## src/rtl/mem_stage_pkg.sv

```systemverilog
// rtl/mem_stage_pkg.sv - EX_MEM/MEM_WB field layout, write-back encodings and access FSM states for mem_stage
package mem_stage_pkg;

  localparam int EX_MEM_W  = 139;
  localparam int MEM_WB_W  = 38;

  localparam int WDATA_LSB    = 0;
  localparam int ALU_LSB      = 32;
  localparam int WREG_LSB     = 64;
  localparam int MEMREAD_BIT  = 69;
  localparam int MEMWRITE_BIT = 70;
  localparam int REGWRITE_BIT = 71;
  localparam int MEMTOREG_LSB = 72;
  localparam int PC4_LSB      = 74;
  localparam int LUDATA_LSB   = 106;
  localparam int LUOP_BIT     = 138;

  localparam int WB_DATA_LSB = 0;
  localparam int WB_REG_LSB  = 32;
  localparam int WB_RW_BIT   = 37;

  localparam logic [1:0] MTR_ALU = 2'b00;
  localparam logic [1:0] MTR_MEM = 2'b01;
  localparam logic [1:0] MTR_PC4 = 2'b10;

  localparam logic [31:0] ERR_RDATA_DEFAULT = 32'hDEADBEEF;

  typedef enum logic [1:0] {
    ST_IDLE   = 2'b00,
    ST_ACCESS = 2'b01,
    ST_HOLD   = 2'b10
  } mem_state_e;

  // MemToReg 2'b11 falls back to the ALU result like 2'b00.
  function automatic logic [31:0] wb_select(input logic lu_op, input logic [31:0] lu_data,
                                            input logic [1:0] mem_to_reg, input logic [31:0] load_data,
                                            input logic [31:0] pc_plus4, input logic [31:0] alu);
    if (lu_op) return lu_data;
    case (mem_to_reg)
      MTR_MEM: return load_data;
      MTR_PC4: return pc_plus4;
      default: return alu;
    endcase
  endfunction

endpackage

```

## src/rtl/mem_access_ctrl.sv

```systemverilog
// rtl/mem_access_ctrl.sv - data-memory req/ack FSM with ack timeout, rdata buffer and sticky error
module mem_access_ctrl
  import mem_stage_pkg::*;
#(
  parameter int          ACK_TIMEOUT = 255,
  parameter logic [31:0] ERR_RDATA   = ERR_RDATA_DEFAULT
) (
  input  logic        clk_i,
  input  logic        rst_i,
  input  logic        access_i,
  input  logic        misalign_i,
  input  logic        uart_wait_i,
  input  logic        mem_ack_i,
  input  logic [31:0] mem_rdata_i,
  output logic        mem_req_o,
  output logic        mem_stall_o,
  output logic        mem_err_o,
  output logic [31:0] load_data_o
);

  localparam logic [31:0] TIMEOUT = 32'(ACK_TIMEOUT);

  mem_state_e  state_q;
  logic [31:0] cnt_q;
  logic [31:0] buf_q;
  logic        err_q;

  logic        req;
  logic        stall;
  logic        done;
  logic        to_fire;
  logic        to_hit;
  logic [31:0] load_data;

  // cnt_q counts request cycles already spent, so the limit trips on the ACK_TIMEOUT-th one.
  assign to_hit = (TIMEOUT != 32'd0) && ((cnt_q + 32'd1) >= TIMEOUT);

  always_comb begin
    req       = 1'b0;
    stall     = 1'b0;
    done      = 1'b0;
    to_fire   = 1'b0;
    load_data = mem_rdata_i;
    unique case (state_q)
      ST_IDLE:   req = access_i;
      ST_ACCESS: req = 1'b1;
      ST_HOLD: begin
        stall     = uart_wait_i;
        load_data = buf_q;
      end
      default: ;
    endcase
    if (req) begin
      to_fire = !mem_ack_i && to_hit;
      done    = mem_ack_i || to_fire;
      stall   = !done;
      if (to_fire) load_data = ERR_RDATA;
    end
  end

  always_ff @(posedge clk_i or posedge rst_i) begin
    if (rst_i) begin
      state_q <= ST_IDLE;
      cnt_q   <= '0;
      buf_q   <= '0;
      err_q   <= 1'b0;
    end else begin
      if (to_fire || misalign_i) err_q <= 1'b1;
      unique case (state_q)
        ST_IDLE, ST_ACCESS: begin
          if (req) begin
            if (done) begin
              buf_q   <= load_data;
              cnt_q   <= '0;
              state_q <= uart_wait_i ? ST_HOLD : ST_IDLE;
            end else begin
              cnt_q   <= cnt_q + 32'd1;
              state_q <= ST_ACCESS;
            end
          end
        end
        ST_HOLD: if (!uart_wait_i) state_q <= ST_IDLE;
        default: state_q <= ST_IDLE;
      endcase
    end
  end

  // An in-flight request is abandoned the moment reset rises, not at the next edge.
  assign mem_req_o   = req & ~rst_i;
  assign mem_stall_o = stall & ~rst_i;
  assign mem_err_o   = err_q;
  assign load_data_o = load_data;

endmodule

```

## src/rtl/mem_stage.sv

```systemverilog
// rtl/mem_stage.sv - MEM pipeline stage: EX_MEM unpack, memory access, WB select, MEM_WB register (option MEM_ALIGN_CHECK_EN)
module mem_stage
  import mem_stage_pkg::*;
#(
  parameter int          ACK_TIMEOUT = 255,
  parameter logic [31:0] ERR_RDATA   = ERR_RDATA_DEFAULT
) (
  input  logic                clk,
  input  logic                reset,
  input  logic [EX_MEM_W-1:0] EX_MEM,
  input  logic                uart_wait,
  output logic                mem_req,
  output logic                mem_we,
  output logic [31:0]         mem_addr,
  output logic [31:0]         mem_wdata,
  input  logic [31:0]         mem_rdata,
  input  logic                mem_ack,
  output logic                mem_stall,
  output logic                mem_err,
  output logic [4:0]          EX_MEM_Rd,
  output logic                EX_MEM_RegWrite,
  output logic [31:0]         EX_MEM_RdData,
  output logic [MEM_WB_W-1:0] MEM_WB
);

  logic [31:0] wdata, alu, pc_plus4, lu_data, load_data, wb_data;
  logic [4:0]  write_reg;
  logic [1:0]  mem_to_reg;
  logic        mem_read, mem_write, reg_write, lu_op;
  logic        access_raw, access, misalign;

  assign wdata      = EX_MEM[WDATA_LSB +: 32];
  assign alu        = EX_MEM[ALU_LSB +: 32];
  assign write_reg  = EX_MEM[WREG_LSB +: 5];
  assign mem_read   = EX_MEM[MEMREAD_BIT];
  assign mem_write  = EX_MEM[MEMWRITE_BIT];
  assign reg_write  = EX_MEM[REGWRITE_BIT];
  assign mem_to_reg = EX_MEM[MEMTOREG_LSB +: 2];
  assign pc_plus4   = EX_MEM[PC4_LSB +: 32];
  assign lu_data    = EX_MEM[LUDATA_LSB +: 32];
  assign lu_op      = EX_MEM[LUOP_BIT];

  assign access_raw = mem_read | mem_write;
`ifdef MEM_ALIGN_CHECK_EN
  assign misalign = access_raw && (alu[1:0] != 2'b00);
`else
  assign misalign = 1'b0;
`endif
  assign access = access_raw & ~misalign;

  // Store wins when both MemRead and MemWrite are set.
  assign mem_we    = mem_write;
  assign mem_addr  = alu;
  assign mem_wdata = wdata;

  mem_access_ctrl #(
    .ACK_TIMEOUT(ACK_TIMEOUT),
    .ERR_RDATA  (ERR_RDATA)
  ) u_ctrl (
    .clk_i      (clk),
    .rst_i      (reset),
    .access_i   (access),
    .misalign_i (misalign),
    .uart_wait_i(uart_wait),
    .mem_ack_i  (mem_ack),
    .mem_rdata_i(mem_rdata),
    .mem_req_o  (mem_req),
    .mem_stall_o(mem_stall),
    .mem_err_o  (mem_err),
    .load_data_o(load_data)
  );

  assign wb_data = wb_select(lu_op, lu_data, mem_to_reg, load_data, pc_plus4, alu);

  // Load-use is resolved by the hazard unit, so the forwarded value never needs load data.
  assign EX_MEM_Rd       = write_reg;
  assign EX_MEM_RegWrite = reg_write;
  assign EX_MEM_RdData   = wb_select(lu_op, lu_data, mem_to_reg, alu, pc_plus4, alu);

  logic [MEM_WB_W-1:0] mem_wb_q, mem_wb_d;

  assign mem_wb_d = {reg_write & ~misalign, write_reg, wb_data};

  always_ff @(posedge clk or posedge reset) begin
    if (reset) begin
      mem_wb_q <= '0;
    end else if (!mem_stall && !uart_wait) begin
      mem_wb_q <= mem_wb_d;
    end
  end

  assign MEM_WB = mem_wb_q;

endmodule
```

## config.mk

```make
export PLATFORM = sky130hd
export DESIGN_NAME = mem_stage
export DESIGN_NICKNAME = d
export VERILOG_FILES = /design/src/rtl/mem_stage_pkg.sv /design/src/rtl/mem_access_ctrl.sv /design/src/rtl/mem_stage.sv
export SDC_FILE = /design/constraint.sdc
export NUM_CORES = 1
export LEC_CHECK = 0
export ABC_AREA = 1
export CORE_UTILIZATION = 45
export CTS_CLUSTER_SIZE = 28
export DETAILED_ROUTE_END_ITERATION = 12
export PLACE_DENSITY = 0.94
export SLEW_MARGIN = 20
export SYNTH_ARGS = -nofsm -noshare
export SYNTH_HDL_FRONTEND = slang
export SYNTH_HIERARCHICAL = 1
export SYNTH_SLANG_ARGS = --single-unit
```

## constraint.sdc

```tcl
create_clock -name clk -period 6.25 [get_ports clk]
set_input_delay 1.875 -clock clk [delete_from_list [all_inputs] [get_ports clk]]
set_output_delay 1.875 -clock clk [all_outputs]
set_load 0.03 [all_outputs]
```

## Word level (Yosys, flattened, before mapping)

Cells that the tools add are included.

| cells by class | value |
|---|---|
| add/subtract/negate cells | 1 |
| $lt $le $gt $ge | 1 |
| eq/ne operators | 6 |
| mux-type cells | 20 |
| bitwise logic cells | 4 |
| reduce and logical (&&, ||, !) cells | 12 |

Operator list:

| operator | count |
|---|---|
| $mux W32 | 8 |
| $pmux W32 S2 | 1 |
| $add A32 B1 Y32 const B | 1 |
| $ge A32 B8 Y1 const B | 1 |
| $mux W2 | 4 |
| $mux W1 | 5 |
| $eq A2 B1 Y1 const B | 2 |
| $eq A2 B2 Y1 const B | 2 |
| $logic_not A1 Y1 | 4 |
| $pmux W2 S2 | 1 |
| $reduce_and A2 Y1 | 2 |
| $reduce_and A3 Y1 | 1 |
| $and A1 B1 Y1 | 2 |
| $logic_and A1 B1 Y1 | 2 |
| $logic_not A2 Y1 | 1 |
| $ne A2 B1 Y1 const B | 1 |
| $ne A2 B2 Y1 const B | 1 |
| $pmux W1 S2 | 1 |
| $reduce_or A2 Y1 | 1 |
| $logic_or A1 B1 Y1 | 1 |
| $not A1 Y1 | 1 |
| $or A1 B1 Y1 | 1 |

| word-level totals | value |
|---|---|
| bits in registers | 105 |
| input port bits | 175 |
| output and inout port bits | 144 |
| logic and storage cells | 49 |

## Logic depth before layout (Yosys ltp)

| depth | value |
|---|---|
| depth after elaboration | 9 |
| mapped depth | 21 |
| depth with buffers taken out | 19 |

## Modules after synthesis

Netlist, hierarchy kept.

By module, submodules not included:

| module | times used | cells each | area each (um2) | seq. area each (um2) |
|---|---|---|---|---|
| mem_access_ctrl | 1 | 575 | 4,116.4 | 1,676.6 |
| mem_stage | 1 | 587 | 3,905.0 | 950.9 |

## Worst setup path after synthesis

No wires, ideal clock.

| timing path | value |
|---|---|
| path type | input to output |
| from | in reset |
| to | out mem_stall |
| arrival | 4.270 ns |
| data required time | 4.375 ns |
| path slack | 0.105 ns |
| stages on the path | 3 |
| path buffers | 0 |
| cell sequence | inv_1 > o21ai_0 > nor2_1 |

| between the ends | value |
|---|---|
| cells in the longest elaborated chain, start to end | 2 |

RTL lines:

| item | line | source |
|---|---|---|
| from (decl) | mem_stage.sv:9 | `input logic reset,` |
| $not A1 Y1 | mem_access_ctrl.sv:90 | `assign mem_stall_o = stall & ~rst_i;` |
| $and A1 B1 Y1 | mem_access_ctrl.sv:90 |  |
| to (decl) | mem_stage.sv:18 | `output logic mem_stall,` |

No other way between the ends.

## Final worst setup path

| timing path | value |
|---|---|
| from | in EX_MEM[73] |
| to | out EX_MEM_RdData[25] |

| between the ends | value |
|---|---|
| cells in the longest elaborated chain, start to end | 3 |

RTL lines:

| item | line | source |
|---|---|---|
| from (decl) | mem_stage.sv:10 | `input logic [EX_MEM_W-1:0] EX_MEM,` |
| $eq A2 B2 Y1 | mem_stage_pkg.sv:39 | `case (mem_to_reg)` |
| $mux W32 (2 in a row) | mem_stage_pkg.sv:39 |  |
| to (decl) | mem_stage.sv:22 | `output logic [31:0] EX_MEM_RdData,` |

No other way between the ends.

==> metrics.csv <==
stage,metric,value,unit
run_status,outcome,"finished, final reports clean",
floorplanning,coreArea,17400,µm²
critical_path,arrival,4.12,ns
sta,finalClockSkew,0.0112,ns
pwr,p_int,1.50,mW
detailed_routing,ant_nets,0,
cts,cts_tree,yes,
sta,hold_ws,0.481,ns
sta,finalMaxSlewViolations,0,
sta,tightestPinTransition,1.15,ns
cts,cts_buffers,9,
cts,clk_latency,0.35,ns
detailed_routing,dr.pass1.iters,5,
critical_path,path_cells,"clkdlybuf4s50_1, ha_2, buf_12, nand2_1, o21a_1, o21ai_0, clkdlybuf4s50_1",
synthesis,synth_simple_gate_area_share,33.1,%
critical_path,cpPeakStageDelay,0.73,ns
sta,fmax,0.167,GHz
detailed_routing,drt_iter0_drc,555,
cells_and_area,area_growth,30.6,%
cts,clkTransAtPathRegs,0.07,ns
sta,fin_setup_tns,0,ns
sta,period_share,96.0,%
cts,ctsResizeCount,0,
job,max_cap_violations,0,
synthesis,synth_compound_area_share,12.9,%
critical_path,reg2reg_depth,17,
cells_and_area,drive_above_1_share,10.4,%
global_route,grt_max_degree,48,
detailed_routing,vias,7971,
min_path,hp-class,reg2reg,
pwr,powerDensity,218,nW/µm²
critical_path,required,4.38,ns
synthesis,syn_inst,1162,
cells_and_area,regArea,2630,µm²
cts,clk_path_buf_depth,2,
floorplanning,rows,48,
synthesis,synth_warnings,6,
synthesis,synth.area.mux_share,3.99,%
min_path,hp-start,u_ctrl/buf_q[9],
pwr,p_switching,0.791,mW
detailed_routing,drc,0,
pwr,swShare,34.6,%
sta,min_period,6.00,ns
cells_and_area,fill_cells,1522,
sta,setup_viol,0,
pwr,clkPwrFrac,26.8,%
detailed_routing,finalWirelength,25.0,mm
critical_path,reg2reg_from,u_ctrl/cnt_q[1],
floorplanning,fp.dieH,136,µm
synthesis,synth_top_family_by_area,simple AND/OR/NAND/NOR gates,
critical_path,reg2reg_to,MEM_WB[27],
sta,rsz0062_at_grt,false,
placed_design,routabilityCongestion,0.923,
critical_path,cpMostUsedCell,clkdlybuf4s50_1,
global_route,antenna_found_initial,0,
synthesis,ys_ff_latch,105,
synthesis,synth-xor-area-share,0.655,%
min_path,hold_depth,2,
floorplanning,start_util,46.2,%
global_route,grt_pass1_vias,7755,
floorplanning,boundaryPins,319,
synthesis,seq_area_frac_synth,32.8,%
floorplanning,die_x,136,µm
cts,postCtsSetupBuffers,0,
placed_design,dpl.hpwl,19.5,mm
sta,hold_viol_final,0,
cells_and_area,multi_input_area,4120,µm²
cts,h-tree-depth,3,
synthesis,synth_nets,1341,
synthesis,synth_fa_ha_area_share,0.624,%
critical_path,cp_max_fo,36,
sta,timing.slew.headroom,23.1,%
cells_and_area,nets,1505,
pwr,pwr-share-comb,36.7,%
cts,root_buffer,clkbuf_16,
cts,cts_sinks,105,
global_route,grt-ovfl-total,0,
synthesis,synth_cell_types,32,
min_path,hold_path_end,u_ctrl/buf_q[9],
detailed_routing,via_per_inst,5.13,
placed_design,port_buffers,254,
cells_and_area,antenna_cells,0,
floorplanning,dieArea,18400,µm²
global_route,grt_pass1_wl,38.7,mm
critical_path,worst_setup_path_end_kind,primary output,
cts,hold_buffers,0,
critical_path,crit_type,in2out,
synthesis,syn_area,8020,µm²
critical_path,critical_path.slowest_cell,clkdlybuf4s50_1,
pwr,ir_drop,0.196,mV
detailed_routing,routedWlPerCell,16.1,µm
pwr,leakage,5.03,nW
synthesis,postSynthAreaPerCell,6.90,µm²
critical_path,startpoint_type,primary input,
critical_path,r2r_setup_slack,2.43,ns
global_route,grtUsageTotal,27.5,%
pwr,pwr-share-seq,36.5,%
-- cells by family (layout without fill, tap and decap cells) --
| logic type | count (synthesis) | after routing |
|---|---|---|
| AND/OR/NAND/NOR | 633 | 633 |
| buffers and inverters | 232 | 399 |
| AO/OA/AOI/OAI | 149 | 149 |
| flip-flops | 105 | 105 |
| multiplexers | 32 | 32 |
| XOR/XNOR | 6 | 6 |
| adder cells (fa/ha/maj) | 4 | 4 |
| other | 1 | 1 |
-- power by group through the flow --
stage | sequential [mW] | clock [mW] | combinational (mW)
after floorplan | 0.927 | 0 | 0.457
after global placement | 0.840 | 0 | 0.817
after detailed placement | 0.844 | 0 | 0.835
after CTS | 0.834 | 0.625 | 0.839
after global routing | 0.846 | 0.649 | 0.902
final | 0.836 | 0.612 | 0.838
-- per-stage QoR --
stage | power [mW] | setup slack [ns] | utilization [%] | std cells | cell area (µm²)
2_1_floorplan | 1.38 | 0.105 | - | 1162 | 8020
4_1_cts | 2.30 | 0.272 | 60.3 | 1554 | 10500
5_1_grt | 2.40 | 0.130 | 60.3 | 1554 | 10500
6_report | 2.29 | 0.251 | 60.3 | 1554 | 10500
3_3_place_gp | 1.66 | 0.339 | 58.5 | 1540 | 10200
3_5_place_dp | 1.68 | 0.277 | 58.5 | 1540 | 10200
-- cells in the final DEF (no fill, tap or decap), drive strengths merged --
| cell type | count |
|---|---|
| nand4 | 4 |
| clkdlybuf4s50 | 252 |
| buf | 21 |
| conb | 1 |
| o21a | 32 |
| nand3 | 56 |
| clkinv | 3 |
| a21oi | 74 |
| nor2 | 125 |
| nor3 | 1 |
| bufinv | 2 |
| ha | 4 |
| inv | 110 |
| dfrtp | 105 |
| clkbuf | 11 |
| o21ai | 43 |
| xor2 | 3 |
| nand2 | 446 |
| mux2i | 32 |
| xnor2 | 3 |
| or2 | 1 |
-- critical path: cells and delay by family --
family	cells	cell delay [ns]
buffers and inverters	3	1.46
AND/OR/NAND/NOR	1	0.10
AO/OA/AOI/OAI	2	0.31
adder cells (fa/ha/maj)	1	0.37
-- metal layers --
metal,part of all wire [%],track usage [%],vias to the layer above
li1,-,-,3865
met1,39,32.0,3704
met2,48,46.1,332
met3,8.3,8.08,70
met4,4.5,13.7,0
met5,0,0,-
-- worst max path at each step --
stage | slack (ns) | startpoint | endpoint | depth (start not counted)
after floorplan | 0.10 | reset | mem_stall | 3
final | 0.25 | EX_MEM[73] | EX_MEM_RdData[25] | 7
after global routing | 0.13 | EX_MEM[72] | EX_MEM_RdData[30] | 8
after global placement | 0.34 | EX_MEM[73] | EX_MEM_RdData[10] | 6
after detailed placement | 0.28 | EX_MEM[73] | EX_MEM_RdData[30] | 7
after CTS | 0.27 | EX_MEM[73] | EX_MEM_RdData[30] | 7
-- registers in the layout, indices dropped and copies added, names as in the netlist --
signal,flops
u_ctrl/buf_q,32
MEM_WB,38
u_ctrl/mem_err_o,1
u_ctrl/cnt_q,32
u_ctrl/state_q,2
-- cell type report --
type	count	area share [%]
Multi-Input combinational cell	825	39.3
Timing Repair Buffer	273	25.8
Sequential cell	105	25.1
Inverter	112	4.01
Tap cell	225	2.69
Clock buffer	11	2.41
Clock inverter	3	0.621
-- cell usage after synthesis (all sizes together) --
library cell,number,area (µm²)
buf,111,825
xor2,3,26.3
nand4,4,25.0
or2,1,6.26
inv,111,417
clkinv,1,3.75
nor3,1,16.3
clkbuf,9,33.8
a21oi,74,581
xnor2,3,26.3
dfrtp,105,2630
nand3,56,293
o21a,32,240
nor2,125,542
nand2,446,1770
conb,1,3.75
ha,4,50.1
mux2i,32,320
o21ai,43,215
Note: power is estimated with default switching activity, not from simulation.
